File: src/rtl/mul_pkg.sv
// Shared types for the repeated-addition multiplier: controller states and default width.
package mul_pkg;

  localparam int unsigned MUL_WIDTH = 16;

  typedef enum logic [2:0] {
    IDLE   = 3'd0,
    LOAD_A = 3'd1,
    LOAD_B = 3'd2,
    ADD    = 3'd3,
    DONE   = 3'd4
  } state_t;

endpackage

File: src/rtl/mul_repeated_add_if.sv
// Operand/result bus of the multiplier: start request, serial operand input, product and done.
interface mul_repeated_add_if #(
  parameter int unsigned WIDTH = 16
) ();

  logic                 start;
  logic [WIDTH-1:0]     data_in;
  logic [2*WIDTH-1:0]   product;
  logic                 done;

  modport master (
    output start,
    output data_in,
    input  product,
    input  done
  );

  modport slave (
    input  start,
    input  data_in,
    output product,
    output done
  );

endinterface

File: src/rtl/mul_datapath.sv
// Datapath: multiplicand A, down-counter B and accumulator P with adder, decrementer and eqz.
// MUL_EARLY_EXIT_EN: a zero multiplicand also raises eqz.
module mul_datapath
  import mul_pkg::*;
#(
  parameter int unsigned WIDTH = MUL_WIDTH
) (
  input  logic                 clk,
  input  logic                 rst_n,
  input  logic [WIDTH-1:0]     data_in,
  input  logic                 ld_a,
  input  logic                 ld_b,
  input  logic                 ld_p,
  input  logic                 clr_p,
  input  logic                 dec_b,
  output logic                 eqz,
  output logic [2*WIDTH-1:0]   p
);

  logic [WIDTH-1:0]   a;
  logic [WIDTH-1:0]   b;
  logic [2*WIDTH-1:0] sum;

  assign sum = p + {{WIDTH{1'b0}}, a};

  always_ff @(posedge clk or negedge rst_n) begin
    if (!rst_n) begin
      a <= '0;
    end else if (ld_a) begin
      a <= data_in;
    end
  end

  // The controller only asserts dec_b while eqz is low, so B never wraps below zero.
  always_ff @(posedge clk or negedge rst_n) begin
    if (!rst_n) begin
      b <= '0;
    end else if (ld_b) begin
      b <= data_in;
    end else if (dec_b) begin
      b <= b - 1'b1;
    end
  end

  always_ff @(posedge clk or negedge rst_n) begin
    if (!rst_n) begin
      p <= '0;
    end else if (clr_p) begin
      p <= '0;
    end else if (ld_p) begin
      p <= sum;
    end
  end

`ifdef MUL_EARLY_EXIT_EN
  assign eqz = (b == '0) || (a == '0);
`else
  assign eqz = (b == '0);
`endif

endmodule

File: src/rtl/mul_repeated_add.sv
// Repeated-addition unsigned multiplier: FSM controller over mul_datapath, registered done.
// MUL_EARLY_EXIT_EN (see mul_datapath) shortens ADD when the multiplicand is zero.
module mul_repeated_add
  import mul_pkg::*;
#(
  parameter int unsigned WIDTH = MUL_WIDTH
) (
  input  logic               clk,
  input  logic               rst_n,
  mul_repeated_add_if.slave  bus
);

  state_t state;
  state_t state_next;
  logic   ld_a;
  logic   ld_b;
  logic   ld_p;
  logic   clr_p;
  logic   dec_b;
  logic   eqz;
  logic   done_q;

  mul_datapath #(
    .WIDTH (WIDTH)
  ) u_datapath (
    .clk     (clk),
    .rst_n   (rst_n),
    .data_in (bus.data_in),
    .ld_a    (ld_a),
    .ld_b    (ld_b),
    .ld_p    (ld_p),
    .clr_p   (clr_p),
    .dec_b   (dec_b),
    .eqz     (eqz),
    .p       (bus.product)
  );

  always_ff @(posedge clk or negedge rst_n) begin
    if (!rst_n) begin
      state <= IDLE;
    end else begin
      state <= state_next;
    end
  end

  always_comb begin
    state_next = state;
    unique case (state)
      IDLE:    if (bus.start) state_next = LOAD_A;
      LOAD_A:  state_next = LOAD_B;
      LOAD_B:  state_next = ADD;
      ADD:     if (eqz) state_next = DONE;
      DONE:    if (!bus.start) state_next = IDLE;
      default: state_next = IDLE;
    endcase
  end

  always_comb begin
    ld_a  = 1'b0;
    ld_b  = 1'b0;
    ld_p  = 1'b0;
    clr_p = 1'b0;
    dec_b = 1'b0;
    unique case (state)
      LOAD_A: ld_a = 1'b1;
      LOAD_B: begin
        ld_b  = 1'b1;
        clr_p = 1'b1;
      end
      ADD: begin
        ld_p  = !eqz;
        dec_b = !eqz;
      end
      default: ;
    endcase
  end

  // done is registered from the next state so it is high exactly while in DONE.
  always_ff @(posedge clk or negedge rst_n) begin
    if (!rst_n) begin
      done_q <= 1'b0;
    end else begin
      done_q <= (state_next == DONE);
    end
  end

  assign bus.done = done_q;

endmodule

File: src/flat_wrapper.sv
// flat-port wrapper written by rule: the top's interface ports become plain ports
module mul_repeated_add_flat import mul_pkg::*;
#(
  parameter int unsigned WIDTH = MUL_WIDTH
)
  (clk, rst_n, bus_start, bus_data_in, bus_product, bus_done);
  mul_repeated_add_if #(.WIDTH(WIDTH)) bus_i ();
  input  logic clk;
  input  logic rst_n;
  input wire logic [$bits(bus_i.start)-1:0] bus_start;
  input wire logic [$bits(bus_i.data_in)-1:0] bus_data_in;
  output wire logic [$bits(bus_i.product)-1:0] bus_product;
  output wire logic [$bits(bus_i.done)-1:0] bus_done;
  assign bus_i.start = bus_start;
  assign bus_i.data_in = bus_data_in;
  assign bus_product = bus_i.product;
  assign bus_done = bus_i.done;
  mul_repeated_add #(.WIDTH(WIDTH)) u_core (.clk(clk), .rst_n(rst_n), .bus(bus_i));
endmodule
File: config.mk
export PLATFORM = sky130hd
export DESIGN_NAME = mul_repeated_add_flat
export DESIGN_NICKNAME = d
export VERILOG_FILES = /design/src/rtl/mul_pkg.sv /design/src/rtl/mul_repeated_add_if.sv /design/src/rtl/mul_datapath.sv /design/src/rtl/mul_repeated_add.sv /design/src/flat_wrapper.sv
export SDC_FILE = /design/constraint.sdc
export NUM_CORES = 1
export LEC_CHECK = 0
export CAP_MARGIN = 20
export CORE_AREA = 2 2 92 94
export DETAILED_ROUTE_END_ITERATION = 12
export DIE_AREA = 0 0 94 96
export HOLD_SLACK_MARGIN = 0.15
export PLACE_DENSITY = 0.69
export SYNTH_ARGS = -nofsm -noshare
export SYNTH_HDL_FRONTEND = slang
export SYNTH_SLANG_ARGS = --single-unit
File: constraint.sdc
create_clock -name clk -period 2.87 [get_ports clk]
set_input_delay 0.287 -clock clk [delete_from_list [all_inputs] [get_ports clk]]
set_output_delay 0.287 -clock clk [all_outputs]
set_load 0.01 [all_outputs]
==> results of run 1 <==
synthesized netlist by cell type (3+ instances only):
cell,count,area share (%)
a211oi_1,3,0.58
o21ai_0,31,4.0
nand2b_1,8,1.3
xor2_1,15,3.4
ha_1,17,5.5
nor2_1,31,3.0
nand2_1,43,4.1
a221o_1,4,1.0
inv_1,11,1.1
nand4_1,6,0.96
o21ai_1,4,0.51
nor3b_1,3,0.58
nor3_1,11,1.4
xnor2_1,11,2.5
mux2_2,15,4.3
mux2i_1,3,0.77
nand3_1,23,3.0
o211ai_1,7,1.3
o31ai_1,3,0.58
or3_1,3,0.48
a21o_1,5,0.96
dfrtp_1,68,44
nor4_1,6,0.96
a31oi_1,5,0.80
and3_1,4,0.64
or2_2,4,0.64
clkbuf_1,11,1.1
a21oi_1,27,3.5
per-stage QoR:
step / hold slack (ps) / area (µm²)
global route: 450 / 4730
CTS: 426 / 4730
global placement: 265 / 4520
floorplan: -8.59 / 3890
detailed placement: 261 / 4520
finish: 422 / 4730
cells by family (layout without fill, tap and decap cells):
kind of cell,after synthesis,count (layout),share of synthesized area [%]
simple gates,155,155,20.1
compound gates,103,103,16.3
flops,68,68,43.7
buf+inv,27,86,2.99
xor+xnor,26,26,5.85
fa+ha+maj,18,18,5.98
mux,18,18,5.11
worst min path at each step:
stage                     startpoint                            endpoint  slack (ps)  cells after the start
after floorplan                rst_n           u_core.bus.done$_DFF_PN0_          -9                      0
after global placement         rst_n  u_core.u_datapath.a[3]$_DFFE_PN0N_         270                      1
after detailed placement       rst_n  u_core.u_datapath.a[3]$_DFFE_PN0N_         260                      1
after CTS                      rst_n  u_core.u_datapath.b[6]$_DFFE_PN0P_         430                      2
after global routing           rst_n  u_core.u_datapath.a[3]$_DFFE_PN0N_         450                      2
final                          rst_n  u_core.u_datapath.a[3]$_DFFE_PN0N_         420                      2
final cells by class:
class,instances,area [µm²]
Fill cell,715,3320
Multi-Input combinational cell,320,2090
Sequential cell,68,1700
Timing Repair Buffer,59,568
Clock buffer,10,138
Tap cell,105,131
Clock inverter,6,63.8
Inverter,11,41.3
sequential cells by signal (all words and copies together) (netlist names):
signal / cells
u_core.u_datapath.p: 32
u_core.u_datapath.a: 16
u_core.u_datapath.b: 16
u_core.state: 3
u_core.bus.done: 1
routing by layer:
layer / track usage [%] / routed length, µm / vias to the layer above
li1: - / - / 1620
met1: 30.5 / 4320 / 1588
met2: 35.2 / 4410 / 92
met3: 3.21 / 433 / 10
met4: 9.18 / 155 / 0
met5: 0 / 0 / -
power groups by stage:
| stage | logic (mW) | clock network (mW) | registers, mW |
|---|---|---|---|
| after floorplan | 2.37 | 0 | 1.64 |
| after global placement | 3.15 | 0 | 1.68 |
| after detailed placement | 3.21 | 0 | 1.70 |
| after CTS | 3.24 | 0.833 | 1.68 |
| after global routing | 3.63 | 0.878 | 1.74 |
| final | 3.25 | 0.812 | 1.68 |
what timing repair did:
| action | CTS | global route |
|---|---|---|
| hold endpoints to repair | 18 | 0 |
| setup endpoints to repair | 0 | 3 |
| hold buffers | 1 | 0 |
| gates resized for setup | 0 | 1 |
| buffers inserted | 0 | 0 |
==> results_dict.tcl, run 1 <==
set metrics [dict create \
    cp-end-kind "flop" \
    rr_worst_depth 9 \
    port_buffers 51 \
    nets 506 \
    numCtsBuffers 9 \
    cts_root_buffer "clkbuf_8" \
    routed_wl_um 9320 \
    clock_path_buffers 2 \
    startpoint "u_core.u_datapath.p[8]$_DFFE_PN0P_" \
    cts.clk_slew.worst_paths_ps 80 \
    place_inst 562 \
    grt_max_degree 33 \
    required_ps 3140 \
    reg2reg_to "u_core.u_datapath.p[21]$_DFFE_PN0P_" \
    tritoncts "built" \
    crit_path_max_fanout 6 \
    r2r_start "u_core.u_datapath.p[8]$_DFFE_PN0P_" \
    slowest_stage "or4_1" \
    drtPass1Iterations 4 \
    layout_commonest_cell "dfrtp_1" \
    final_util_pct 58.8 \
    gp_congestion 0.855 \
    crit_type "flop to flop" \
    fmax_mhz 384 \
    yosys_register_bits 68 \
    wire_per_inst_um 16.1 \
    stdcell_count 579 \
    yosys.cell_types.count 54 \
    swShare_pct 44.4 \
    power.switching_mw 2.55 \
    viasPerCell 5.72 \
    post-route-min-period_ps 2610 \
    rsz0062_at_grt "no" \
    yosysWarnings 0 \
    start_util_pct 48.4 \
    cp-endpoint "u_core.u_datapath.p[21]$_DFFE_PN0P_" \
    cp_num_buf_inv 1 \
    drt_drc_violations_left 0 \
    coreArea_um2 8050 \
    p_comb_share_pct 56.6 \
    fp.dieW_um 94 \
    fin_setup_tns_ps 0 \
    clock-sinks 68 \
    area_delta_synth_final_pct 21.6 \
    cp.depth 9 \
    hpwl_um 6820 \
    seqPwrFrac_pct 29.3 \
    synth-seq-area-share_pct 43.7 \
    worst_pin_slew_ps 628 \
    global_route.usage.total_pct 22.1 \
    fin_crit_sh_pct 90.8 \
    min_path_type "input port to asynchronous set/reset pin" \
    async_reset_ff_share_pct 100 \
    grt_pass1_vias 3135 \
    synthCells 415 \
    synthesis.area_um2 3890 \
    die_h_um 96 \
    grt_pass1_wl_um 15400 \
    io_pins 52 \
    relSlewSlack_pct 58.1 \
    synthFlopType "dfrtp_1" \
    total_power_mw 5.74 \
    final_cell_mix "dfrtp_1 (68), clkdlybuf4s50_1 (50), nand2_1 (43), nor2_1 (31), o21ai_0 (31)" \
    p_clk_share_pct 14.1 \
    clk_latency_ps 350 \
    pre_cts_slack_ps 280 \
    synth.avg_cell_area_um2 9.38 \
    irDropWorstVdd_mv 0.495 \
    hold_viol 0 \
    final-max-slew-violation-count 0 \
    critPathLaunchType "flop" \
    final-setup-viol-count 0 \
    dieArea_um2 9020 \
    gr-total-overflow 0 \
    r2r_setup_slack_ps 260 \
    p_int_mw 3.19 \
    num_rows 33 \
    crit_chain "ha_1 -> and3_1 -> nand4_1 -> o21bai_1 -> nand2_1 -> a311oi_1 -> buf_4 -> or4_1 -> a21oi_1" \
    maxCapViolCount 0 \
    layout_setup_ws_ps 263 \
    synth_edf_count 0 \
    antenna_left 0 \
    layout-drive-gt1-share_pct 11.0 \
    leakage_nw 1.98 \
    critPathTopFamily "simple AND/OR/NAND/NOR gates" \
    final.setup_skew_ps 8.28 \
    drt_iter0_drc 216 \
    status "finished, final reports clean" \
    antenna_cells 0 \
    antenna_found_initial 0 \
    power_density_nw_per_um2 1210 \
    critPathMaxStageDelay_ps 470 \
    syn_nets 452 \
    arrival_ps 2880 \
    vias 3310 \
    htree_levels 3 \
]
No activity file was read; power rests on OpenSTA's default activity.
==> inputs of run 2 (changes only) <==
HOLD_SLACK_MARGIN = 0.02   (was 0.15)
==> results of run 2 <==
The final DEF is identical to that of run 1; final timing and power are the same.
==> inputs of run 3 (changes only) <==
PLACE_DENSITY = 0.81   (was 0.69)
==> run 3 against run 2 <==
  * Critical path depth is 1 higher
  * Non-clock buffer count stayed put
  * Final cell count stayed put
  * Flip-flop and latch count stayed put
  * Fmax is 4.7% lower
==> results_dict.tcl, run 3 (synthesized netlist as in run 1, its figures left out) <==
set metrics [dict create \
    post_dp_cell_area_um2 4540 \
    area_delta_synth_final_pct 22.2 \
    worst_pin_slew_ps 847 \
    fin_crit_sh_pct 95.3 \
    grt_pass1_wl_um 15700 \
    slowest_stage "or3b_2" \
    power_density_nw_per_um2 1220 \
    num_rows 33 \
    largest_register_ffs 32 \
    die_h_um 96 \
    cts_root_buffer "clkbuf_8" \
    place_inst 561 \
    maxCapViolCount 0 \
    post-route-min-period_ps 2740 \
    stdcell_area_um2 4760 \
    stdcell_count 579 \
    viasPerCell 5.87 \
    nets 506 \
    cp.depth 10 \
    routed_wl_um 9410 \
    clk_latency_ps 350 \
    gp_congestion 0.922 \
    multi_input_area_um2 2090 \
    crit_chain "inv_1 -> ha_1 -> or3b_2 -> nor4_4 -> and2_4 -> nand2b_1 -> buf_12 -> nor3_1 -> xnor2_1 -> o21ai_0" \
    antenna_found_initial 0 \
    rsz0062_at_grt "no" \
    arrival_ps 2930 \
    htree_levels 3 \
    reg.largest.list "u_core.u_datapath.p: 32 flops, u_core.u_datapath.a: 16 flops, u_core.u_datapath.b: 16 flops" \
    n_fill_cell 684 \
    layout_commonest_cell "dfrtp_1" \
    port_buffers 51 \
    drt_drc_violations_left 0 \
    global_route.usage.total_pct 22.4 \
    io_pins 52 \
    hold_viol 0 \
    min_path_type "input port to asynchronous set/reset pin" \
    critPathTopFamily "simple AND/OR/NAND/NOR gates" \
    regMostFlops "u_core.u_datapath.p" \
    cp_num_buf_inv 2 \
    drt_iter0_drc 194 \
    cts_hold_buffers 0 \
    antenna_cells 0 \
    rr_worst_depth 10 \
    wire_per_inst_um 16.3 \
    coreArea_um2 8050 \
    crit_type "flop to flop" \
    crit_path_max_fanout 44 \
    final_cell_mix "dfrtp_1 (68), clkdlybuf4s50_1 (50), nand2_1 (43), nor2_1 (31), o21ai_0 (31)" \
    vias 3399 \
    cts.clk_slew.worst_paths_ps 80 \
    relSlewSlack_pct 43.3 \
    clock_path_buffers 2 \
    final.setup_skew_ps 9.59 \
    final-max-slew-violation-count 0 \
    drtPass1Iterations 5 \
    pre_cts_slack_ps 168 \
    fmax_mhz 366 \
    grt_pass1_vias 3295 \
    leakage_nw 1.99 \
    critPathMaxStageDelay_ps 540 \
    layout-drive-gt1-share_pct 11.0 \
    antenna_left 0 \
    final_util_pct 59.1 \
    status "finished, final reports clean" \
    fin_setup_tns_ps 0 \
    dieArea_um2 9020 \
    timing.hold.ws_ps 24.2 \
    hpwl_um 6720 \
    numCtsBuffers 9 \
    layout_setup_ws_ps 135 \
    grt_max_degree 45 \
    seq_area_um2 1700 \
    critPathLaunchType "flop" \
    clock-sinks 68 \
    tritoncts "built" \
    final-setup-viol-count 0 \
    start_util_pct 48.4 \
    fp.dieW_um 94 \
    total_power_mw 5.81 \
    required_ps 3060 \
    cp-end-kind "flop" \
    gr-total-overflow 0 \
    irDropWorstVdd_mv 0.387 \
]
[run 3: where the power goes]
part | total [mW] | switching [mW] | internal, mW | leakage [nW]
logic | 3.30 | 1.85 | 1.44 | 1.03
clock network | 0.825 | 0.379 | 0.446 | 0.102
registers | 1.68 | 0.340 | 1.34 | 0.858
[run 3: metal layers]
metal | GRT usage [%] | wire length [µm] | share of wire [%] | up-vias
met5 | 0 | 0 | 0 | -
met1 | 30.0 | 4160 | 44 | 1663
met4 | 10.1 | 228 | 2.4 | 0
li1 | - | - | - | 1612
met3 | 3.68 | 404 | 4.3 | 17
met2 | 35.9 | 4620 | 49 | 107
[run 3: layout make-up]
type                            count  area share [%]
Timing Repair Buffer               59            12.4
Inverter                           11           0.868
Clock inverter                      4           0.999
Clock buffer                       12            3.26
Tap cell                          105            2.76
Multi-Input combinational cell    320            43.9
Sequential cell                    68            35.8
[run 3: path summary, 6_finish.rpt]
| path | slack (ps) | start | end |
|---|---|---|---|
| setup reg to reg | 130 | u_core.u_datapath.b[0]$_DFFE_PN0P_ | u_core.u_datapath.b[6]$_DFFE_PN0P_ |
| min in group clk | 520 | u_core.u_datapath.b[14]$_DFFE_PN0P_ | u_core.u_datapath.b[14]$_DFFE_PN0P_ |
| hold / removal | 20 | rst_n | u_core.state[1]$_DFF_PN0_ |
| max in group asynchronous | 2190 | rst_n | u_core.u_datapath.p[10]$_DFFE_PN0P_ |
| setup / recovery | 130 | u_core.u_datapath.b[0]$_DFFE_PN0P_ | u_core.u_datapath.b[6]$_DFFE_PN0P_ |
| hold reg to reg | 520 | u_core.u_datapath.b[14]$_DFFE_PN0P_ | u_core.u_datapath.b[14]$_DFFE_PN0P_ |
[run 3: what timing repair did]
item                       in CTS  in global routing
setup endpoints to repair       0                  7
setup buffers                   0                  2
resized for setup               0                  1
